$ cat src/rtl/sysid_info_regs.sv
// System identity / scratch / uptime register block on an Avalon-MM slave, fixed 1-cycle read latency.
// Optional macro SYSID_INFO_IRQ_EN adds CTRL.irq_en and a registered overflow interrupt on irq.
module sysid_info_regs #(
  parameter logic [31:0] SYSTEM_ID     = 32'h0,
  parameter logic [31:0] TIMESTAMP     = 32'h0,
  parameter logic [31:0] VERSION       = 32'h0001_0000,
  parameter logic [31:0] SCRATCH_RESET = 32'h0,
  parameter int          PRESCALE      = 1
) (
  input  logic        clock,
  input  logic        reset_n,
  input  logic [2:0]  address,
  input  logic        read,
  input  logic        write,
  input  logic [31:0] writedata,
  input  logic [3:0]  byteenable,
  output logic [31:0] readdata,
  output logic        readdatavalid,
  output logic        irq
);

  // Handshake: a read is accepted on every edge with read=1 and write=0 (no wait states);
  // readdatavalid pulses exactly one edge later with readdata, which otherwise holds.
  // A write in the same cycle wins and the read is dropped.
  localparam logic [15:0] PRESCALE_TC = 16'(PRESCALE - 1);

  localparam logic [2:0] A_SYSID   = 3'd0;
  localparam logic [2:0] A_STAMP   = 3'd1;
  localparam logic [2:0] A_VERSION = 3'd2;
  localparam logic [2:0] A_SCRATCH = 3'd3;
  localparam logic [2:0] A_UP_LO   = 3'd4;
  localparam logic [2:0] A_UP_HI   = 3'd5;
  localparam logic [2:0] A_CTRL    = 3'd6;

  logic [31:0] scratch;
  logic [15:0] presc_cnt;
  logic [63:0] uptime;
  logic [31:0] snap_hi;
  logic        run;
  logic        ovf;
  logic        irq_en;

  logic        rd_acc;
  logic        ctrl_wr;
  logic        clear;
  logic        ovf_w1c;
  logic        tick;
  logic        wrap;
  logic [31:0] rd_mux;

  assign rd_acc  = read & ~write;
  assign ctrl_wr = write && (address == A_CTRL);
  assign clear   = ctrl_wr & writedata[1];
  assign ovf_w1c = ctrl_wr & writedata[2];
  assign tick    = run && (presc_cnt == PRESCALE_TC);
  // A clear on the same edge swallows the tick, so it cannot wrap either.
  assign wrap    = tick & ~clear & (&uptime);

  always_comb begin
    rd_mux = 32'h0;
    case (address)
      A_SYSID:   rd_mux = SYSTEM_ID;
      A_STAMP:   rd_mux = TIMESTAMP;
      A_VERSION: rd_mux = VERSION;
      A_SCRATCH: rd_mux = scratch;
      A_UP_LO:   rd_mux = uptime[31:0];
      A_UP_HI:   rd_mux = snap_hi;
      A_CTRL:    rd_mux = {28'h0, irq_en, ovf, 1'b0, run};
      default:   rd_mux = 32'h0;
    endcase
  end

  always_ff @(posedge clock or negedge reset_n) begin
    if (!reset_n) begin
      readdata      <= 32'h0;
      readdatavalid <= 1'b0;
    end else begin
      readdatavalid <= rd_acc;
      if (rd_acc) readdata <= rd_mux;
    end
  end

  always_ff @(posedge clock or negedge reset_n) begin
    if (!reset_n) begin
      scratch <= SCRATCH_RESET;
    end else if (write && (address == A_SCRATCH)) begin
      for (int i = 0; i < 4; i++)
        if (byteenable[i]) scratch[i*8 +: 8] <= writedata[i*8 +: 8];
    end
  end

  always_ff @(posedge clock or negedge reset_n) begin
    if (!reset_n) begin
      presc_cnt <= 16'h0;
      uptime    <= 64'h0;
    end else if (clear) begin
      presc_cnt <= 16'h0;
      uptime    <= 64'h0;
    end else if (run) begin
      presc_cnt <= tick ? 16'h0 : presc_cnt + 16'h1;
      if (tick) uptime <= uptime + 64'h1;
    end
  end

  // Snapshot takes the pre-edge upper word, matching the pre-edge lower word returned.
  always_ff @(posedge clock or negedge reset_n) begin
    if (!reset_n)                             snap_hi <= 32'h0;
    else if (clear)                           snap_hi <= 32'h0;
    else if (rd_acc && (address == A_UP_LO))  snap_hi <= uptime[63:32];
  end

  always_ff @(posedge clock or negedge reset_n) begin
    if (!reset_n) begin
      run <= 1'b1;
      ovf <= 1'b0;
    end else begin
      if (ctrl_wr) run <= writedata[0];
      if (wrap)         ovf <= 1'b1;
      else if (ovf_w1c) ovf <= 1'b0;
    end
  end

`ifdef SYSID_INFO_IRQ_EN
  always_ff @(posedge clock or negedge reset_n) begin
    if (!reset_n) begin
      irq_en <= 1'b0;
      irq    <= 1'b0;
    end else begin
      if (ctrl_wr) irq_en <= writedata[3];
      irq <= ovf & irq_en;
    end
  end
`else
  assign irq_en = 1'b0;
  assign irq    = 1'b0;
`endif

endmodule
$ cat config.mk
export PLATFORM = sky130hd
export DESIGN_NAME = sysid_info_regs
export DESIGN_NICKNAME = d
export VERILOG_FILES = /design/src/rtl/sysid_info_regs.sv
export SDC_FILE = /design/constraint.sdc
export NUM_CORES = 1
export LEC_CHECK = 0
export ABC_AREA = 1
export BUFFER_PORTS_ARGS = -buffer_cell sky130_fd_sc_hd__buf_2
export CAP_MARGIN = 20
export CORE_ASPECT_RATIO = 2
export CORE_MARGIN = 1
export CORE_UTILIZATION = 51
export CTS_CLUSTER_DIAMETER = 60
export DETAILED_ROUTE_END_ITERATION = 8
export PLACE_DENSITY = 0.7
export RECOVER_POWER = 50
export REMOVE_ABC_BUFFERS = 1
export SYNTH_ARGS = -nofsm -noshare
export SYNTH_HDL_FRONTEND = slang
export SYNTH_SLANG_ARGS = --single-unit
$ cat constraint.sdc
create_clock -name clock -period 2.8 [get_ports clock]
set_clock_uncertainty 0.15 [all_clocks]
set_input_delay 0.28 -clock clock [delete_from_list [all_inputs] [get_ports clock]]
set_output_delay 0.28 -clock clock [all_outputs]
set_load 0.02 [all_outputs]
== After elaboration in Yosys (flattened, before gate mapping) ==
Index checks and enable logic that the tools add are counted.

* Flip-flop bits (word level): 179

* Bitwise logic cells: 7
* Eq/ne operators: 5
* Reduce and logical (&&, ||, !) cells: 15
* Mux-type cells: 11
* $add $sub $neg: 2

{| class="wikitable"
|+ Operator list
! kind !! count
|-
| $mux W64 || 3
|-
| $pmux W32 S5 || 1
|-
| $add A64 B1 Y64 const B || 1
|-
| $mux W32 || 2
|-
| $reduce_and A64 Y1 || 1
|-
| $mux W16 || 3
|-
| $add A16 B1 Y16 const B || 1
|-
| $logic_not A16 Y1 || 1
|-
| $reduce_and A2 Y1 || 5
|-
| $eq A3 B3 Y1 const B || 3
|-
| $reduce_bool A2 Y1 || 4
|-
| $eq A3 B2 Y1 const B || 2
|-
| $and A1 B1 Y1 || 5
|-
| $logic_and A1 B1 Y1 || 4
|-
| $mux W1 || 2
|-
| $not A1 Y1 || 2
|}

== Logic depth before layout (Yosys ltp) ==
* Word-level depth: 7
* Gate-level depth with buffers: 12
* Depth with buffers taken out: 11

== Worst setup path after synthesis ==
Ideal clock, no wire load.

* Path kind: reg-to-reg
* From: reg run
* To: reg uptime[6]
* Buffers on the path: 1
* Data required time: 2.531 ns
* Path slack: 1.098 ns
* Arrival: 1.433 ns
* Cell stages (with the launch flop): 11
* Path through: dfstp_2 -> inv_2 -> nor2_1 -> nand2_1 -> nor2_4 -> nand2_4 -> buf_6 -> nor2_1 -> nand2_1 -> o21ai_1 -> nor2_1

* Longest elaborated chain between the ends: 3
* Elaborated cells between the ends (all ways): 4
* Those cells by class: reduce/logical (4)

{| class="wikitable"
|+ RTL lines
! what !! line !! source
|-
| start, declared || 39 || <nowiki>logic run;</nowiki>
|-
| start signal, assigned || 117 || <nowiki>if (ctrl_wr) run <= writedata[0];</nowiki>
|-
| $logic_and A1 B1 Y1 || 55 || <nowiki>assign tick = run && (presc_cnt == PRESCALE_TC);</nowiki>
|-
| $reduce_bool A2 Y1 (no source line) || - ||
|-
| $reduce_and A2 Y1 (no source line) (*) || - ||
|-
| end signal, assigned || 101 || <nowiki>if (tick) uptime <= uptime + 64'h1;</nowiki>
|-
| end, declared || 37 || <nowiki>logic [63:0] uptime;</nowiki>
|}

Every way passes the cells marked *; elsewhere a longest branch is shown, timed or not.
A chain may end at the register's enable or synchronous reset.

== Final worst setup path ==
* From: reg presc_cnt[0]
* To: reg presc_cnt[14]

* Longest elaborated chain between the ends: 5
* Elaborated cells between the ends (all ways): 6
* Those cells by class: add/sub (1); mux (3); reduce/logical (2)

{| class="wikitable"
|+ RTL lines
! what !! line !! source
|-
| start, declared || 36 || <nowiki>logic [15:0] presc_cnt;</nowiki>
|-
| start signal, assigned || 100 || <nowiki>presc_cnt <= tick ? 16'h0 : presc_cnt + 16'h1;</nowiki>
|-
| parallel branches: the longest is 2 deep, another holds $add A16 B1 Y16 || - ||
|-
| $mux W16 (*) || 100 ||
|-
| $mux W16 (*) || 99 || <nowiki>end else if (run) begin</nowiki>
|-
| $mux W16 (*) || 96 || <nowiki>end else if (clear) begin</nowiki>
|}

Every way passes the cells marked *. The select of a mux whose other input is x is not followed.

==> qor.csv <==
metric,value,unit
fin crit share,0.876,
IO Port Bufs,75,
status,"finished, violations left",
via count,8602,
vias per cell,5.48,
Skew-Pair Late Insertion Delay,0.43,ns
fin nets,1389,
Crit Path Max Fanout,12,
CTS tree,done,
DRT Wirelength,30200,microns
unrepaired setup endpoints after global routing,no,
Initial DRC Count,470,
global placer's final weighted congestion,1.03,
Critical Path Max Stage Delay,0.54,ns
worst min path class,in -> reg,
worst path bufs/invs,3,
endpoints failing hold,0,
global-route wire length before repair,47200,microns
family with the most delay on the worst path,simple AND/OR/NAND/NOR gates,
Initial Util,0.524,
CP most frequent cell,nand2_1,
share of layout cells above drive strength 1,0.129,
Worst R2R Setup Slack,0.35,ns
Die H,194,microns
DR pass1 iterations,7,
core area,0.0179,sq mm
VDD IR-drop max,0.420,mV
Netlist cell types,41,
row count,69,
Hold Slack,0.0842,ns
CP startpoint kind,register,
Antenna Violating Nets Remaining,0,
slowest CP cell,nor2_1,
initial antenna violation count,0,
Max Slew Vio Count,0,
"Reg clk slew, reported paths",0.07,ns
Critical Path Sink Type,register,
number of synthesized flops with an enable pin,0,
"FFs w/ async S/R, synth",1.00,
H-tree levels,4,
Power Density,573,mW/mm^2
Yosys Warn Count,0,
fmax,408,MHz
die width,97.8,microns
DRC violations left,10,
dpl hpwl,23100,microns
sequential element share of the synthesized area,0.478,
Max clock buf depth,2,
M3 GR Usage,0.0490,
"flops & latches, synth",179,
Synth Flop Type,dfrtp_1,
GRT Max-Usage Layer,met2,
Total GRT Usage,0.335,
mapped cell area,0.00937,sq mm
critical-path cell list,inv_1 > ha_1 > nand2_1 > nor2_1 > nand2_1 > nor2_2 > buf_4 > nor2_1 > nand2_1 > inv_1 > nand3_1 > o21ai_0,
Pleak,5.06,nW
Num CTS Buffers,17,
"commonest non-fill, non-tap cell in the layout",nand2_1,
I/O Pins,77,
Gate Count Post-Synth,1232,
failing checks,DRC,
most frequent cells in the layout,"308 x nand2_1, 207 x nor2_1, 178 x dfrtp_1",
Die Area,0.0189,sq mm
critical path type,reg -> reg,
CTS Sinks,179,
worst endpoint required time,3.00,ns
global routing usage on met2,0.614,
CTS Root Cell,clkbuf_16,
Worst Path Arrival,2.65,ns
final setup violation count,0,
routed len/inst,19.3,microns
grt ovf,0,
Avg Inst Size Synth,7.60,sq um
Area Growth Syn to Fin,16.7,%
Tightest Pin Transition,1.26,ns
number of global-route vias before repair,8871,
largest net degree at the start of global routing,68,
crit path time final,2.45,ns
Worst slew margin,0.162,
CTS resizes,0,
antenna fix cells,0,
max cap viols,0,
Tot Pwr,6.26,mW
met1 Usage GRT,0.327,
cell type report:
cell class	count	area [sq um]
Sequential cell	179	4480
Timing Repair Buffer	126	855
Clock inverter	10	125
Fill cell	1676	6940
Tap cell	213	267
Multi-Input combinational cell	871	4180
Clock buffer	22	474
Inverter	148	556
through the flow:
stage               TNS, ns  setup WS (ns)  area (sq um)  utilization  instances
detailed placement        0          0.372         10000        0.561       1503
global route              0          0.131         10900        0.612       1569
global placement          0          0.459         10000        0.561       1503
finish                    0          0.347         10900        0.612       1569
floorplan            -12.03         -0.580          9210            -       1198
CTS                       0          0.351         11000        0.613       1569
worst reg2reg max path: stages (launching register included):
cell and delay [ns]:
dfrtp_1 0.39, inv_1 0.08, ha_1 0.21, nand2_1 0.07, nor2_1 0.04, nand2_1 0.07, nor2_2 0.04, buf_4 0.17
nor2_1 0.54, nand2_1 0.26, inv_1 0.19, nand3_1 0.09, o21ai_0 0.08
sequential cells by signal (all words and copies together), names as in the netlist:
register,cells
presc_cnt,16
ovf,1
uptime,64
run,1
readdata,32
readdatavalid,1
scratch,32
snap_hi,32
cell usage after synthesis, types with 12 or more instances:
master    count  area (sq um)
dfrtp_1     178          4450
o21ai_0      86           430
a21oi_1      43           215
inv_1       142           533
nand2_1     308          1160
nand3_1      72           360
clkbuf_1     17          63.8
mux2_2       31           349
nor2_1      207           777
a221oi_1     18           158
nor3_1       22           110
o22ai_1      13          81.3
nand4_1      12          75.1
cell families (layout without fill, tap and decap cells):
group | after synthesis | in the layout | share of synthesized area
adder cells (fa/ha/maj) | 3 | 3 | 0.00401
multiplexers | 31 | 31 | 0.0373
flip-flops | 179 | 179 | 0.478
other | 1 | 1 | 0.000400
buffers and inverters | 182 | 306 | 0.0763
AO/OA/AOI/OAI | 177 | 177 | 0.107
XOR/XNOR | 1 | 1 | 0.000935
AND/OR/NAND/NOR | 658 | 658 | 0.296
power by group:
part           internal [mW]  total, mW  switching (mW)  leakage, nW
logic                  0.328      0.844           0.516         2.34
clock network           1.40       2.43            1.04        0.297
registers               2.82       2.98           0.167         2.42
path summary, 6_finish.rpt:
path | start | to | depth (start not counted)
worst max-delay path | presc_cnt[0]$_DFFE_PN0P_ | presc_cnt[14]$_DFFE_PN0P_ | 12
worst min-delay path | write | ovf$_DFFE_PN0P_ | 4
worst max register to register | presc_cnt[0]$_DFFE_PN0P_ | presc_cnt[14]$_DFFE_PN0P_ | 12
worst min register to register | readdata[25]$_DFFE_PN0P_ | readdata[25]$_DFFE_PN0P_ | 2
max in group asynchronous | reset_n | uptime[34]$_DFFE_PN0P_ | 3
min in group asynchronous | reset_n | scratch[19]$_DFFE_PN0P_ | 2
routing by layer:
layer,routed length (microns),share of wire
met1,10300,0.34
met2,16200,0.54
met3,1000,0.033
met4,2690,0.089
met5,0,0
timing repair:
action / in CTS / in global routing
endpoints found under the hold margin: 78 / 0
setup buffers: 0 / 0
hold buffers: 34 / 0
Note: power is estimated with default switching activity, not from simulation.
